`config.mk`:
```
export PLATFORM = sky130hd
export DESIGN_NAME = prt_dprx_lnk_frm
export DESIGN_NICKNAME = d
export VERILOG_FILES = /design/src/rtl/prt_dprx_lnk_frm.sv
export SDC_FILE = /design/constraint.sdc
export NUM_CORES = 1
export LEC_CHECK = 0
export ABC_CLOCK_PERIOD_IN_PS = 6500
export CAP_MARGIN = 20
export CORE_MARGIN = 3
export CORE_UTILIZATION = 50
export DETAILED_ROUTE_END_ITERATION = 7
export PLACE_DENSITY_LB_ADDON = 0.3
export SYNTH_ARGS = -nofsm -noshare
export SYNTH_HDL_FRONTEND = slang
export SYNTH_SLANG_ARGS = --single-unit
```
`constraint.sdc`:
```
create_clock -name LNK_CLK_IN -period 6.5 [get_ports LNK_CLK_IN]
set_input_delay 1.625 -clock LNK_CLK_IN [delete_from_list [all_inputs] [get_ports LNK_CLK_IN]]
set_output_delay 1.625 -clock LNK_CLK_IN [all_outputs]
set_load 0.02 [all_outputs]
```
`src/rtl/prt_dprx_lnk_frm.sv`:
```
// DisplayPort receive link framer: decodes per-slot K-code framing, forwards active
// pixel symbols, captures VB-ID/Mvid/Maud and keeps a saturating framing error count.
module prt_dprx_lnk_frm #(
  parameter int P_SPL       = 2,
  parameter int P_SR_PERIOD = 512
) (
  input  logic               LNK_CLK_IN,
  input  logic               LNK_RST_IN,
  input  logic               LNK_LOCK_IN,
  input  logic [P_SPL-1:0]   LNK_K_IN,
  input  logic [P_SPL*8-1:0] LNK_DAT_IN,
  output logic [P_SPL*8-1:0] VID_DAT_OUT,
  output logic [P_SPL-1:0]   VID_DE_OUT,
  output logic               VID_SOL_OUT,
  output logic               VID_EOL_OUT,
  output logic               VID_SOF_OUT,
  output logic [7:0]         VBID_OUT,
  output logic [7:0]         MVID_OUT,
  output logic [7:0]         MAUD_OUT,
  output logic [1:0]         STA_STATE_OUT,
  output logic [7:0]         STA_ERR_CNT_OUT
);

  localparam int SR_W = $clog2(P_SR_PERIOD + 2);

  typedef enum logic [1:0] {
    ST_IDLE   = 2'd0,
    ST_BLANK  = 2'd1,
    ST_ACTIVE = 2'd2,
    ST_SDP    = 2'd3
  } state_t;

  state_t state_reg, state_next;
  state_t slot_state [P_SPL+1];

  logic [P_SPL*8-1:0] dat_reg, dat_next;
  logic [P_SPL-1:0]   de_reg, de_next;
  logic               sol_reg, sol_next;
  logic               eol_reg, eol_next;
  logic               sof_reg, sof_next;
  logic [7:0]         vbid_reg, vbid_next;
  logic [7:0]         mvid_reg, mvid_next;
  logic [7:0]         maud_reg, maud_next;
  logic [1:0]         idx_reg, idx_next;
  logic               pend_reg, pend_next;
  logic [7:0]         err_reg, err_next;
  logic [SR_W-1:0]    sr_cnt_reg, sr_cnt_next;

  logic [P_SPL-1:0] is_bs, is_sr, is_be, is_ss, is_se, is_bad;

  for (genvar gi = 0; gi < P_SPL; gi++) begin : g_dec
    logic [7:0] sym;
    logic       known;
    assign sym   = LNK_DAT_IN[gi*8 +: 8];
    assign known = (sym == 8'hBC) || (sym == 8'h1C) || (sym == 8'hFB) || (sym == 8'h5C) ||
                   (sym == 8'hFD) || (sym == 8'h7C) || (sym == 8'hFE) || (sym == 8'hF7);
    assign is_bs[gi]  = LNK_K_IN[gi] && (sym == 8'hBC);
    assign is_sr[gi]  = LNK_K_IN[gi] && (sym == 8'h1C);
    assign is_be[gi]  = LNK_K_IN[gi] && (sym == 8'hFB);
    assign is_ss[gi]  = LNK_K_IN[gi] && (sym == 8'h5C);
    assign is_se[gi]  = LNK_K_IN[gi] && (sym == 8'hFD);
    assign is_bad[gi] = LNK_K_IN[gi] && !known;
  end

  always_ff @(posedge LNK_CLK_IN) begin
    if (LNK_RST_IN) state_reg <= ST_IDLE;
    else            state_reg <= state_next;
  end

  // Slot-by-slot chain: slot_state[s] is the entry state seen by slot s.
  always_comb begin
    state_t st;
    st = state_reg;
    for (int s = 0; s < P_SPL; s++) begin
      slot_state[s] = st;
      if (st == ST_IDLE) begin
        if (is_bs[s] || is_sr[s]) st = ST_BLANK;
      end else if (is_bs[s] || is_sr[s] || is_se[s] || is_bad[s]) begin
        st = ST_BLANK;
      end else if (is_be[s]) begin
        st = (st == ST_BLANK) ? ST_ACTIVE : ST_BLANK;
      end else if (is_ss[s]) begin
        st = (st == ST_BLANK) ? ST_SDP : ST_BLANK;
      end
    end
    slot_state[P_SPL] = st;
    state_next = LNK_LOCK_IN ? slot_state[P_SPL] : ST_IDLE;
  end

  always_comb begin
    logic [7:0] sym;
    logic       err_hit;
    sym         = '0;
    err_hit     = 1'b0;
    dat_next    = '0;
    de_next     = '0;
    sol_next    = 1'b0;
    eol_next    = 1'b0;
    sof_next    = 1'b0;
    vbid_next   = vbid_reg;
    mvid_next   = mvid_reg;
    maud_next   = maud_reg;
    idx_next    = idx_reg;
    pend_next   = pend_reg;
    err_next    = err_reg;
    sr_cnt_next = sr_cnt_reg;
    if (LNK_LOCK_IN) begin
      for (int s = 0; s < P_SPL; s++) begin
        sym     = LNK_DAT_IN[s*8 +: 8];
        err_hit = 1'b0;
        if (is_sr[s]) begin
          sr_cnt_next = '0;
        end else if (is_bs[s]) begin
          if (sr_cnt_next == SR_W'(P_SR_PERIOD)) begin
            sr_cnt_next = '0;
            if (err_next != 8'hFF) err_next = err_next + 8'd1;
          end else begin
            sr_cnt_next = sr_cnt_next + SR_W'(1);
          end
        end
        if (is_bs[s] || is_sr[s]) begin
          idx_next = 2'd0;
          if (slot_state[s] == ST_ACTIVE) eol_next = 1'b1;
        end
        case (slot_state[s])
          ST_BLANK: begin
            if (!LNK_K_IN[s]) begin
              case (idx_next)
                2'd0: begin
                  if (vbid_next[0] && !sym[0]) pend_next = 1'b1;
                  vbid_next = sym;
                  idx_next  = 2'd1;
                end
                2'd1: begin
                  mvid_next = sym;
                  idx_next  = 2'd2;
                end
                2'd2: begin
                  maud_next = sym;
                  idx_next  = 2'd3;
                end
                default: ;
              endcase
            end else if (is_be[s]) begin
              sol_next  = 1'b1;
              sof_next  = sof_next | pend_next;
              pend_next = 1'b0;
            end
            err_hit = is_se[s] || is_bad[s];
          end
          ST_ACTIVE: begin
            if (!LNK_K_IN[s]) begin
              de_next[s]         = 1'b1;
              dat_next[s*8 +: 8] = sym;
            end
            err_hit = is_be[s] || is_ss[s] || is_se[s] || is_bad[s];
          end
          ST_SDP:  err_hit = is_be[s] || is_ss[s] || is_bad[s];
          default: err_hit = 1'b0;
        endcase
        if (err_hit && (err_next != 8'hFF)) err_next = err_next + 8'd1;
      end
    end
  end

  always_ff @(posedge LNK_CLK_IN) begin
    if (LNK_RST_IN) begin
      dat_reg    <= '0;
      de_reg     <= '0;
      sol_reg    <= 1'b0;
      eol_reg    <= 1'b0;
      sof_reg    <= 1'b0;
      vbid_reg   <= '0;
      mvid_reg   <= '0;
      maud_reg   <= '0;
      idx_reg    <= '0;
      pend_reg   <= 1'b0;
      err_reg    <= '0;
      sr_cnt_reg <= '0;
    end else begin
      dat_reg    <= dat_next;
      de_reg     <= de_next;
      sol_reg    <= sol_next;
      eol_reg    <= eol_next;
      sof_reg    <= sof_next;
      vbid_reg   <= vbid_next;
      mvid_reg   <= mvid_next;
      maud_reg   <= maud_next;
      idx_reg    <= idx_next;
      pend_reg   <= pend_next;
      err_reg    <= err_next;
      sr_cnt_reg <= sr_cnt_next;
    end
  end

  assign VID_DAT_OUT     = dat_reg;
  assign VID_DE_OUT      = de_reg;
  assign VID_SOL_OUT     = sol_reg;
  assign VID_EOL_OUT     = eol_reg;
  assign VID_SOF_OUT     = sof_reg;
  assign VBID_OUT        = vbid_reg;
  assign MVID_OUT        = mvid_reg;
  assign MAUD_OUT        = maud_reg;
  assign STA_STATE_OUT   = state_reg;
  assign STA_ERR_CNT_OUT = err_reg;

endmodule

```
After elaboration in Yosys (flattened, before gate mapping)
Cells that the tools add are included.
- register bits after elaboration: 68
- latch bits: 0
- RAM bits: 0
- ROM bits: 0
- bits of input ports: 21
- output and inout bits: 55
- logic and storage cells: 213
- memories: 0
- add/subtract/negate cells: 6
- $mul: 0
- divide/modulo/power cells: 0
- order comparisons: 0
- eq/ne operators: 32
- shift operators: 0
- mux-type cells: 97
- bitwise operators: 4
- reduce and logical (&&, ||, !) cells: 59
- operator list (operator ; number):
    8-bit 2-to-1 mux ; 32
    8-bit equality test, second input constant ; 10
    10-bit 2-to-1 mux ; 7
    2-bit 2-to-1 mux ; 22
    8-bit by 1-bit adder with 8-bit output, second input constant ; 4
    8-bit by 7-bit equality test with 1-bit output, second input constant ; 4
    1-bit 2-to-1 mux ; 32
    8-bit != test, second input constant ; 4
    1-bit logical OR ; 30
    10-bit by 1-bit adder with 10-bit output, second input constant ; 2
    10-bit equality test, second input constant ; 2
    8-bit by 5-bit equality test with 1-bit output, second input constant ; 2
    1-bit logical AND ; 16
    2-bit equality test, second input constant ; 6
    2-bit case mux with 3 select lines ; 2
    2-bit by 1-bit equality test with 1-bit output, second input constant ; 4
    2-bit zero test ; 4
    4-bit OR reduction ; 2
    1-bit case mux with 3 select lines ; 2
    3-bit OR reduction ; 2
    1-bit zero test ; 4
    1-bit inverter ; 3
    2-bit OR reduction ; 1
    1-bit OR ; 1

Logic depth before layout (Yosys ltp)
Gate-level depths: netlist (run 1).
- word-level depth: 25
- depth in mapped cells: 26
- depth with buffers taken out: 25

Worst setup path before layout (run 1)
OpenSTA, ideal clock, no wires.
- path kind: input port to flip-flop
- from: input LNK_DAT_IN[1]
- to: register err_reg[6] (netlist: STA_ERR_CNT_OUT[6])
- setup time: 70 ps
- arrival time: 6679 ps
- required time: 6430 ps
- path slack: -250 ps
- stages on the path: 23
- path buffers: 2
- cells stage by stage: buf_2 or3b_4 or3_4 buf_2 nor3_2 mux2_2 ha_1 inv_1 nor2_1 mux2_2 a21o_1 xnor2_1 inv_1 ha_1 and2_1 nand4_4 and2_4 xnor2_1 ha_1 nor2b_1 nand3_1 a211o_1 a21oi_1
- cells in the longest elaborated chain, start to end: 25
- elaborated cells on any way between the ends: 65
- classes of those cells: 3 x add/sub; 15 x eq/ne; 23 x mux; 24 x reduce/logical
- RTL lines (what ; line ; RTL):
    start, declared ; 11 ; input logic [P_SPL*8-1:0] LNK_DAT_IN,
    parallel branches: the longest is 24 deep, another holds 8-bit by 1-bit adder with 8-bit output ; -- ;
    8-bit 2-to-1 mux * ; 161 ; if (err_hit && (err_next != 8'hFF)) err_next = err_next + 8'd1;
    end signal, assigned ; 191 ; err_reg <= err_next;
    end, declared ; 46 ; logic [7:0] err_reg, err_next;
Every way passes the cells marked *. The select of a mux whose other input is x is not followed.
A chain may end at the register's enable or synchronous reset.

Final worst setup path (run 1)
- from: input LNK_DAT_IN[2]
- to: register err_reg[3] (netlist: STA_ERR_CNT_OUT[3])
The elaborated chain is that of the path after synthesis.

==> qor.yml, run 1 <==
pwr:
  powerDensity_nw_per_um2: 148
  p_leak_nw: 2.24
  vdd_drop_max_mv: 0.0912
yosys:
  ys_types: 80
  synth_fp_nets: 684
  ys_seq_area_frac: 0.267
  synth_cells: 655
  synth.yosys.warnings: 0
  synth_flop_cell: "dfxtp_1"
  synth_area_per_cell_um2: 7.77
  synthArstFlopShare: 0
  synth-edff-count: 0
  synth_area_um2: 5090
  yosys_register_bits: 68
die:
  die_x_um: 107
  dieArea_um2: 11400
  die_h_um: 107
  num_rows: 36
  start_util: 0.518
  io_pins: 76
  core_um2: 9820
cts:
  cts_sinks: 68
  cts_hold_buf: 0
  cts.clk_slew.worst_paths_ns: 0.08
  cts_buffers: 9
  cts_tree: "built"
  insertion_delay_ns: 0.35
  cts.path.max_buffers: 2
  clock-root-buffer: "clkbuf_8"
  htreeDepth: 3
outcome:
  status: "completed"
critical_path:
  worstPathArrival_ns: 6.49
  critPathRequiredTime_ns: 6.72
  cp-end-kind: "register"
  criticalPathCategory: "input pin to register"
  worst_setup_path_start_kind: "input pin"
  worstPathMaxFanout: 7
global_routing:
  antenna_found_initial: 0
  track_usage: 0.283
  grt_pass1_vias: 5087
  grt_max_degree: 46
  grt-ovfl-total: 0
  grt_pass1_wl_um: 26200
detailed_routing:
  wl_per_cell_um: 18.8
  avgViaCountPerCell: 6.32
  totalWireLength_um: 16300
  drtAntennaViolNets: 0
  drc: 0
  vias: 5479
  drtPass1Iterations: 6
  drt_iter0_markers: 457
sta:
  clock.fmax_mhz: 160
  drv_slew: 0
  hold_ws_ns: 0.498
  worst_pin_slew_ns: 0.884
  setup_violations: 0
  maxSlewHeadroom: 0.406
  rsz0062_at_grt: "no"
  tns_ns: 0
  fin_skew_ns: 0.0143
  fin_crit_sh: 0.964
  hold_viol: 0
  finalCriticalPeriod_ns: 6.27
finish:
  antenna_cells: 0
  largest_reg_flops: 16
  finalNetCount: 758
  drive_above_1_share: 0.131
  area_growth_pct: 25.5
place:
  place_hpwl_um: 12200
  gpl.final_weighted_congestion: 0.984
  io_buffer_count: 75
worst_hold_path:
  hold_path.class: "register to register"
flow_run:
  cap_violations: 0
what timing repair did:
action | 4_1_cts | 5_1_grt
buffers inserted | 0 | 0
resized for setup | 0 | 7
setup endpoints to repair | 0 | 6
path summary, 6_finish.rpt:
kind | from | to | depth (start not counted) | slack, ns
min reg2reg | MAUD_OUT[7] | MAUD_OUT[7] | 2 | 0.50
min | MAUD_OUT[7] | MAUD_OUT[7] | 2 | 0.50
max | LNK_DAT_IN[2] | STA_ERR_CNT_OUT[3] | 17 | 0.23
max reg2reg | sr_cnt_reg[5] | STA_ERR_CNT_OUT[3] | 16 | 1.35
critical path, stage by stage:
cell             delay (ns)
clkdlybuf4s50_1        0.51
or3b_4                 0.39
or3_4                  0.41
nor3_4                 0.24
mux2_2                 0.40
ha_1                   0.22
inv_1                  0.10
nor2_1                 0.07
mux2_2                 0.32
or4b_1                 0.66
a211oi_2               0.31
nor2_1                 0.08
a211o_1                0.27
o21ai_4                0.22
a41oi_2                0.18
a211oi_1               0.37
nor4_2                 0.10
per-stage QoR:
step,instance area [um2],std cells,power [mW],setup slack (ns),util
CTS,6340,866,0.942,0.262,0.646
global placement,6100,850,0.517,0.0345,0.621
finish,6390,867,0.943,0.232,0.651
floorplan,5130,655,0.480,0.00165,-
detailed placement,6100,850,0.518,-0.0862,0.621
global route,6390,867,0.969,0.00475,0.651
cell usage after synthesis (4+ instances only):
cell type | count | share of area
dfxtp_1 | 68 | 0.27
and3_1 | 16 | 0.020
nor4_1 | 9 | 0.011
or4_1 | 4 | 0.0059
a211oi_1 | 32 | 0.047
nor2_1 | 72 | 0.053
o21ai_0 | 12 | 0.012
or3_1 | 10 | 0.012
nand4_1 | 14 | 0.017
a211o_1 | 4 | 0.0069
buf_2 | 6 | 0.0059
a311oi_1 | 4 | 0.0069
a31oi_1 | 5 | 0.0061
ha_1 | 8 | 0.020
inv_1 | 17 | 0.013
nand2_1 | 55 | 0.041
o22ai_1 | 26 | 0.032
a21oi_1 | 27 | 0.027
nor3_1 | 15 | 0.015
o31ai_1 | 4 | 0.0059
nand3_1 | 27 | 0.027
mux2_2 | 7 | 0.015
a21o_1 | 8 | 0.012
nand2b_1 | 4 | 0.0049
xnor2_1 | 25 | 0.043
a22oi_1 | 8 | 0.012
nand4b_1 | 5 | 0.0086
xor2_1 | 11 | 0.019
and2_1 | 22 | 0.027
and4_1 | 6 | 0.010
nor2b_1 | 6 | 0.0074
clkbuf_1 | 39 | 0.029
mux2i_1 | 9 | 0.018
cell usage in the layout (no fill, tap or decap), types with 4 or more instances in the layout:
| cell | count |
|---|---|
| o31ai_1 | 4 |
| xor2_1 | 11 |
| nor2_1 | 72 |
| a22oi_1 | 8 |
| mux2_2 | 7 |
| nor2b_1 | 5 |
| nand4b_1 | 5 |
| a311oi_1 | 4 |
| ha_1 | 7 |
| nand2b_1 | 4 |
| dfxtp_1 | 68 |
| and2_1 | 21 |
| a211o_1 | 4 |
| and3_1 | 16 |
| a31oi_1 | 5 |
| xnor2_1 | 23 |
| a21oi_1 | 27 |
| nand4_1 | 14 |
| and4_1 | 6 |
| mux2i_1 | 8 |
| nand3_1 | 27 |
| o21ai_0 | 11 |
| or3_1 | 10 |
| a21o_1 | 7 |
| clkdlybuf4s50_1 | 75 |
| a211oi_1 | 32 |
| o22ai_1 | 26 |
| nor4_1 | 9 |
| inv_1 | 17 |
| nor3_1 | 15 |
| or4_1 | 4 |
| clkbuf_8 | 9 |
| buf_4 | 38 |
| nand2_1 | 55 |
per-layer routing:
| layer | vias to the layer above | GRT usage | share of wire |
|---|---|---|---|
| met5 | - | 0 | 0 |
| met4 | 0 | 0.0840 | 0.012 |
| met3 | 25 | 0.0385 | 0.072 |
| met2 | 260 | 0.447 | 0.46 |
| met1 | 2619 | 0.401 | 0.46 |
| li1 | 2575 | - | - |
final cells by class:
cell class / count / area (um2)
Inverter: 18 / 67.6
Tap cell: 133 / 166
Clock buffer: 10 / 128
Fill cell: 873 / 3430
Timing Repair Buffer: 114 / 1040
Multi-Input combinational cell: 518 / 3520
Sequential cell: 68 / 1360
Clock inverter: 6 / 111
cell families (layout without fill, tap and decap cells):
family | count (synthesis) | in the layout | synth area share
DFF | 68 | 68 | 0.267
xor gates and xnor gates | 37 | 37 | 0.0651
buffers and inverters | 69 | 148 | 0.0582
muxes | 16 | 16 | 0.0332
AOI/OAI and AO/OA | 168 | 168 | 0.247
and+or+nand+nor | 289 | 289 | 0.310
adders and majority gates | 8 | 8 | 0.0197
where the power goes:
| part | internal (mW) | switching, mW | total [mW] |
|---|---|---|---|
| registers | 0.418 | 0.00384 | 0.422 |
| logic | 0.0336 | 0.0564 | 0.0900 |
| clock network | 0.256 | 0.175 | 0.431 |
(Power assumes the default switching activity.)
==> run 2: changes to the inputs <==
--- a/config.mk
+++ b/config.mk
@@ -10,7 +10,7 @@
 export CORE_MARGIN = 3
 export CORE_UTILIZATION = 50
 export DETAILED_ROUTE_END_ITERATION = 7
-export PLACE_DENSITY_LB_ADDON = 0.3
+export PLACE_DENSITY_LB_ADDON = 0.05
 export SYNTH_ARGS = -nofsm -noshare
 export SYNTH_HDL_FRONTEND = slang
 export SYNTH_SLANG_ARGS = --single-unit
==> qor.yml, run 2 (same netlist as run 1, synthesis figures left out) <==
outcome:
  status: "completed"
place:
  place_area_um2: 6240  # +2.2%
  place_hpwl_um: 12300  # +1.3%
  io_buffer_count: 75  # unchanged
  gpl.final_weighted_congestion: 0.938  # -4.7%
  dp_slack_ns: -0.0690  # +0.0173 ns
  dp_cells: 868  # +2.1%
sta:
  setup_violations: 0  # unchanged
  fin_crit_sh: 0.960  # -0.00482
  worst_pin_slew_ns: 0.899  # +0.0157 ns
  rsz0062_at_grt: "no"
  tns_ns: 0  # unchanged
  clock.fmax_mhz: 160  # +0.50%
  hold_viol: 0  # unchanged
  fin_skew_ns: 0.0155  # +0.00118 ns
  maxSlewHeadroom: 0.396  # -0.0106
  drv_slew: 0  # unchanged
  fin_ws_ns: 0.263  # +0.0313 ns
  finalCriticalPeriod_ns: 6.24  # -0.0313 ns
  hold_ws_ns: 0.499  # +0.00111 ns
pwr:
  p_leak_nw: 2.31  # +3.0%
  total_power_mw: 0.888  # -5.8%
  powerDensity_nw_per_um2: 138  # -6.6%
  p_sw_mw: 0.252  # +6.8%
  combPwrFrac: 0.103  # +0.008
  sw_frac_of_total: 0.284  # +0.0337
  power_frac_clock: 0.422  # -0.035
  intPower_mw: 0.636  # -10%
  vdd_drop_max_mv: 0.0995  # +9.1%
  seqPwrFrac: 0.475  # +0.028
cts:
  post_cts_buffers: 0  # unchanged
  cts_buffers: 9  # unchanged
  cts.path.max_buffers: 2  # unchanged
  clock-root-buffer: "clkbuf_8"
  cts_hold_buf: 0  # unchanged
  cts_sinks: 68  # unchanged
  cts.clk_slew.worst_paths_ns: 0.09  # about the same
  cts_tree: "built"
  cts_resized: 0  # unchanged
  htreeDepth: 3  # unchanged
  insertion_delay_ns: 0.36  # about the same
critical_path:
  cp-end-kind: "register"
  worst_setup_path_start_kind: "input pin"
  worstPathMaxFanout: 7  # unchanged
  worst_r2r_path_depth: 16  # unchanged
  worstPathArrival_ns: 6.50  # about the same
  criticalPathCategory: "input pin to register"
  critPathRequiredTime_ns: 6.76  # +0.04 ns
die:
  core_um2: 9820  # unchanged
  start_util: 0.518  # unchanged
  io_pins: 76  # unchanged
  die_h_um: 107  # unchanged
  dieArea_um2: 11400  # unchanged
  num_rows: 36  # unchanged
  die_x_um: 107  # unchanged
finish:
  finalNetCount: 775  # +2.2%
  fin_area_um2: 6440  # +0.80%
  largest_reg_flops: 16  # unchanged
  drive_above_1_share: 0.148  # +0.0170
  fillerInstances: 898  # +2.9%
  antenna_cells: 0  # unchanged
  multi_input_area_um2: 3470  # -1.3%
  area_growth_pct: 26.5
  final_cells: 884  # +2.0%
  layout_common_cells: "75 x clkdlybuf4s50_1, 72 x nor2_1, 68 x dfxtp_1, 56 x buf_4, 55 x nand2_1"
  ff_latch_area_um2: 1360  # unchanged
  utilization: 0.656  # +0.00523
  mostFrequentLayoutCell: "clkdlybuf4s50_1"
detailed_routing:
  drtAntennaViolNets: 0  # unchanged
  totalWireLength_um: 16400  # +0.52%
  wl_per_cell_um: 18.5  # -1.4%
  drc: 0  # unchanged
  vias: 5539  # +1.1%
  drt_iter0_markers: 411  # -10%
  avgViaCountPerCell: 6.27  # -0.85%
  drtPass1Iterations: 5  # -1
worst_hold_path:
  min_path_cells: 2  # unchanged
  hold_path.class: "register to register"
global_routing:
  grt_pass1_vias: 5277  # +3.7%
  track_usage: 0.287  # +0.00434
  grt_pass1_wl_um: 26300  # +0.37%
  grt_max_degree: 46  # unchanged
  antenna_found_initial: 0  # unchanged
  grt-ovfl-total: 0  # unchanged
flow_run:
  cap_violations: 0  # unchanged
==> run 2: critical path, stage by stage <==
cell,delay [ns]
clkdlybuf4s50_1,0.53
or3b_4,0.40
or3_4,0.42
nor3_4,0.20
mux2_2,0.36
ha_1,0.21
inv_1,0.11
nor2_1,0.07
mux2_2,0.31
or4b_1,0.65
a211oi_2,0.33
nor2_1,0.09
a211o_1,0.28
o21ai_4,0.24
and4_1,0.29
nor4_1,0.06
o31a_1,0.32
==> run 2: routing by layer <==
metal	wire length, um	global-route usage
met1	6700	0.348
met2	7710	0.482
met3	1210	0.0542
met4	749	0.151
met5	0	0
==> run 2: power groups by stage <==
stage | sequential, mW | combinational, mW | clock [mW]
2_1_floorplan | 0.431 | 0.0491 | 0
3_3_place_gp | 0.431 | 0.0888 | 0
3_5_place_dp | 0.431 | 0.0897 | 0
4_1_cts | 0.421 | 0.0901 | 0.382
5_1_grt | 0.422 | 0.0975 | 0.400
6_report | 0.422 | 0.0916 | 0.375
==> run 2: final timing paths <==
| kind | startpoint | to | slack (ns) |
|---|---|---|---|
| setup / recovery | LNK_DAT_IN[2] | STA_ERR_CNT_OUT[0] | 0.26 |
| hold / removal | VBID_OUT[4] | VBID_OUT[4] | 0.50 |
| setup reg to reg | sr_cnt_reg[5] | STA_ERR_CNT_OUT[0] | 1.38 |
| hold reg to reg | VBID_OUT[4] | VBID_OUT[4] | 0.50 |
==> run 2: layout make-up <==
cell class	instances	area share
sequential	68	0.211
clock inverter	7	0.0128
multi-input combinational	518	0.539
timing repair buffer	131	0.182
tap	133	0.0258
inverter	18	0.0105
clock buffer	9	0.0192
==> run 3: changes to the inputs <==
--- a/config.mk
+++ b/config.mk
@@ -5,7 +5,7 @@
 export SDC_FILE = /design/constraint.sdc
 export NUM_CORES = 1
 export LEC_CHECK = 0
-export ABC_CLOCK_PERIOD_IN_PS = 6500
+export ABC_CLOCK_PERIOD_IN_PS = 7750
 export CAP_MARGIN = 20
 export CORE_MARGIN = 3
 export CORE_UTILIZATION = 50
==> constraint.sdc (replaced) <==
create_clock -name LNK_CLK_IN -period 7.75 [get_ports LNK_CLK_IN]
set_input_delay 1.9375 -clock LNK_CLK_IN [delete_from_list [all_inputs] [get_ports LNK_CLK_IN]]
set_output_delay 1.9375 -clock LNK_CLK_IN [all_outputs]
set_load 0.02 [all_outputs]
==> qor.yml, run 3 (same netlist as run 1, synthesis figures left out) <==
outcome:
  status: "completed"
cts:
  cts.path.max_buffers: 2  # unchanged
  cts_hold_buf: 0  # unchanged
  insertion_delay_ns: 0.35  # about the same
  cts_resized: 0  # unchanged
  htreeDepth: 3  # unchanged
  cts_tree: "built"
  cts_buffers: 9  # unchanged
  cts_sinks: 68  # unchanged
  cts.clk_slew.worst_paths_ns: 0.09  # about the same
  post_cts_buffers: 0  # unchanged
  clock-root-buffer: "clkbuf_8"
finish:
  largest_reg_flops: 16  # unchanged
  layout_common_cells: "75 x clkdlybuf4s50_1, 72 x nor2_1, 68 x dfxtp_1, 55 x nand2_1, 32 x a211oi_1"
  antenna_cells: 0  # unchanged
  final_cells: 848  # -4.1%
  mostFrequentLayoutCell: "clkdlybuf4s50_1"
  area_growth_pct: 20.5
  fillerInstances: 935  # +4.1%
  finalNetCount: 739  # -4.6%
  drive_above_1_share: 0.0965  # -0.0513
place:
  dp_cells: 832  # -4.1%
  io_buffer_count: 75  # unchanged
  place_hpwl_um: 11900  # -3.9%
  dp_slack_ns: 0.152  # +0.221 ns
  gpl.final_weighted_congestion: 0.927  # -1.2%
sta:
  maxSlewHeadroom: 0.425  # +0.0295
  fin_ws_ns: 0.417  # +0.154 ns
  tns_ns: 0  # unchanged
  drv_slew: 0  # unchanged
  fin_crit_sh: 0.946
  rsz0062_at_grt: "no"
  fin_skew_ns: 0.00760  # -0.00791 ns
  worst_pin_slew_ns: 0.854  # -0.0452 ns
  finalCriticalPeriod_ns: 7.33
  setup_violations: 0  # unchanged
  hold_viol: 0  # unchanged
  clock.fmax_mhz: 136
detailed_routing:
  drt_iter0_markers: 358  # -13%
  totalWireLength_um: 16100  # -1.9%
  wl_per_cell_um: 18.9  # +2.3%
  avgViaCountPerCell: 6.30  # +0.54%
  drc: 0  # unchanged
  vias: 5342  # -3.6%
  drtPass1Iterations: 5  # unchanged
  drtAntennaViolNets: 0  # unchanged
die:
  die_h_um: 107  # unchanged
  core_um2: 9820  # unchanged
  dieArea_um2: 11400  # unchanged
  num_rows: 36  # unchanged
  die_x_um: 107  # unchanged
  start_util: 0.518  # unchanged
  io_pins: 76  # unchanged
pwr:
  powerDensity_nw_per_um2: 121  # -12%
  p_leak_nw: 2.12  # -8.4%
  vdd_drop_max_mv: 0.0908  # -8.7%
critical_path:
  path_cells: "clkdlybuf4s50_1 -> or3b_4 -> or3_4 -> nor3_2 -> mux2_2 -> ha_1 -> inv_1 -> nor2_1 -> mux2_2 -> a21o_1 -> mux2i_1 -> inv_1 -> ha_1 -> and2_1 -> nand4_4 -> and2_4 -> xnor2_1 -> ha_1 -> nor2b_1 -> nand3_1 -> a211o_1 -> a21oi_1"
  cp-end-kind: "register"
  worstPathMaxFanout: 8  # +1
  crit_slowest_cell: "clkdlybuf4s50_1"
  reg2reg_slack_ns: 1.62  # +0.24 ns
  worst_setup_path_start_kind: "input pin"
  worst_r2r_path_depth: 23  # +7
  r2r_end: "STA_ERR_CNT_OUT[6]"
  worstPathArrival_ns: 7.61  # +1.11 ns
  critPathRequiredTime_ns: 8.03  # +1.27 ns
  crit_top_cell: "ha_1"
  slowest_delay_ns: 0.47  # -0.18 ns
  criticalPathCategory: "input pin to register"
  timing.rr.start: "STA_ERR_CNT_OUT[0]"
global_routing:
  grt_pass1_wl_um: 25600  # -2.7%
  grt-ovfl-total: 0  # unchanged
  track_usage: 0.277  # -0.00958
  antenna_found_initial: 0  # unchanged
  grt_pass1_vias: 5181  # -1.8%
  grt_max_degree: 46  # unchanged
worst_hold_path:
  holdCritStartpoint: "pend_reg"
  whs_endpoint: "pend_reg"
  hold_path.class: "register to register"
  min_path_cells: 2  # unchanged
flow_run:
  cap_violations: 0  # unchanged
## run 3: worst max-delay path: cells and delay by family
family	cells	cell delay (ns)
xor+xnor	1	0.27
simple gates	9	2.29
compound gates	3	0.68
mux	3	0.90
fa+ha+maj	3	0.82
buf+inv	3	0.69
## run 3: how the worst max path moves through the flow
stage | start | to | slack, ns | depth (start not counted)
2_1_floorplan | LNK_DAT_IN[1] | STA_ERR_CNT_OUT[6] | 0.69 | 23
4_1_cts | LNK_DAT_IN[2] | STA_ERR_CNT_OUT[6] | 0.50 | 22
5_1_grt | LNK_DAT_IN[2] | STA_ERR_CNT_OUT[6] | 0.04 | 22
6_report | LNK_DAT_IN[2] | STA_ERR_CNT_OUT[6] | 0.42 | 22
3_5_place_dp | LNK_DAT_IN[2] | STA_ERR_CNT_OUT[6] | 0.15 | 22
3_3_place_gp | LNK_DAT_IN[2] | STA_ERR_CNT_OUT[6] | 0.24 | 22
## run 3: stage by stage
| stage | power (mW) | hold WS, ns | util | instance area [um2] |
|---|---|---|---|---|
| after global placement | 0.434 | 0.472 | 0.604 | 5930 |
| after detailed placement | 0.435 | 0.483 | 0.604 | 5930 |
| after CTS | 0.748 | 0.502 | 0.625 | 6140 |
| final | 0.743 | 0.500 | 0.625 | 6140 |
| after floorplan | 0.402 | 0.454 | - | 5090 |
| after global routing | 0.773 | 0.532 | 0.625 | 6140 |
## run 3: routing by layer
| metal | track usage | vias up | wire [um] |
|---|---|---|---|
| li1 | - | 2531 | - |
| met1 | 0.339 | 2543 | 6870 |
| met2 | 0.490 | 227 | 7810 |
| met3 | 0.0397 | 41 | 911 |
| met4 | 0.110 | 0 | 473 |
| met5 | 0 | - | 0 |
## run 3: final cells by class
cell class / count / area (um2) / area share
sequential: 68 / 1360 / 0.222
multi-input combinational: 518 / 3430 / 0.560
timing repair buffer: 95 / 901 / 0.147
inverter: 18 / 67.6 / 0.0110
tap: 133 / 166 / 0.0271
clock buffer: 9 / 124 / 0.0202
clock inverter: 7 / 82.6 / 0.0135
## run 3: report_power, final
part | internal (mW) | switching (mW) | total (mW)
combinational | 0.0278 | 0.0478 | 0.0756
clock | 0.154 | 0.160 | 0.314
sequential | 0.351 | 0.00293 | 0.353
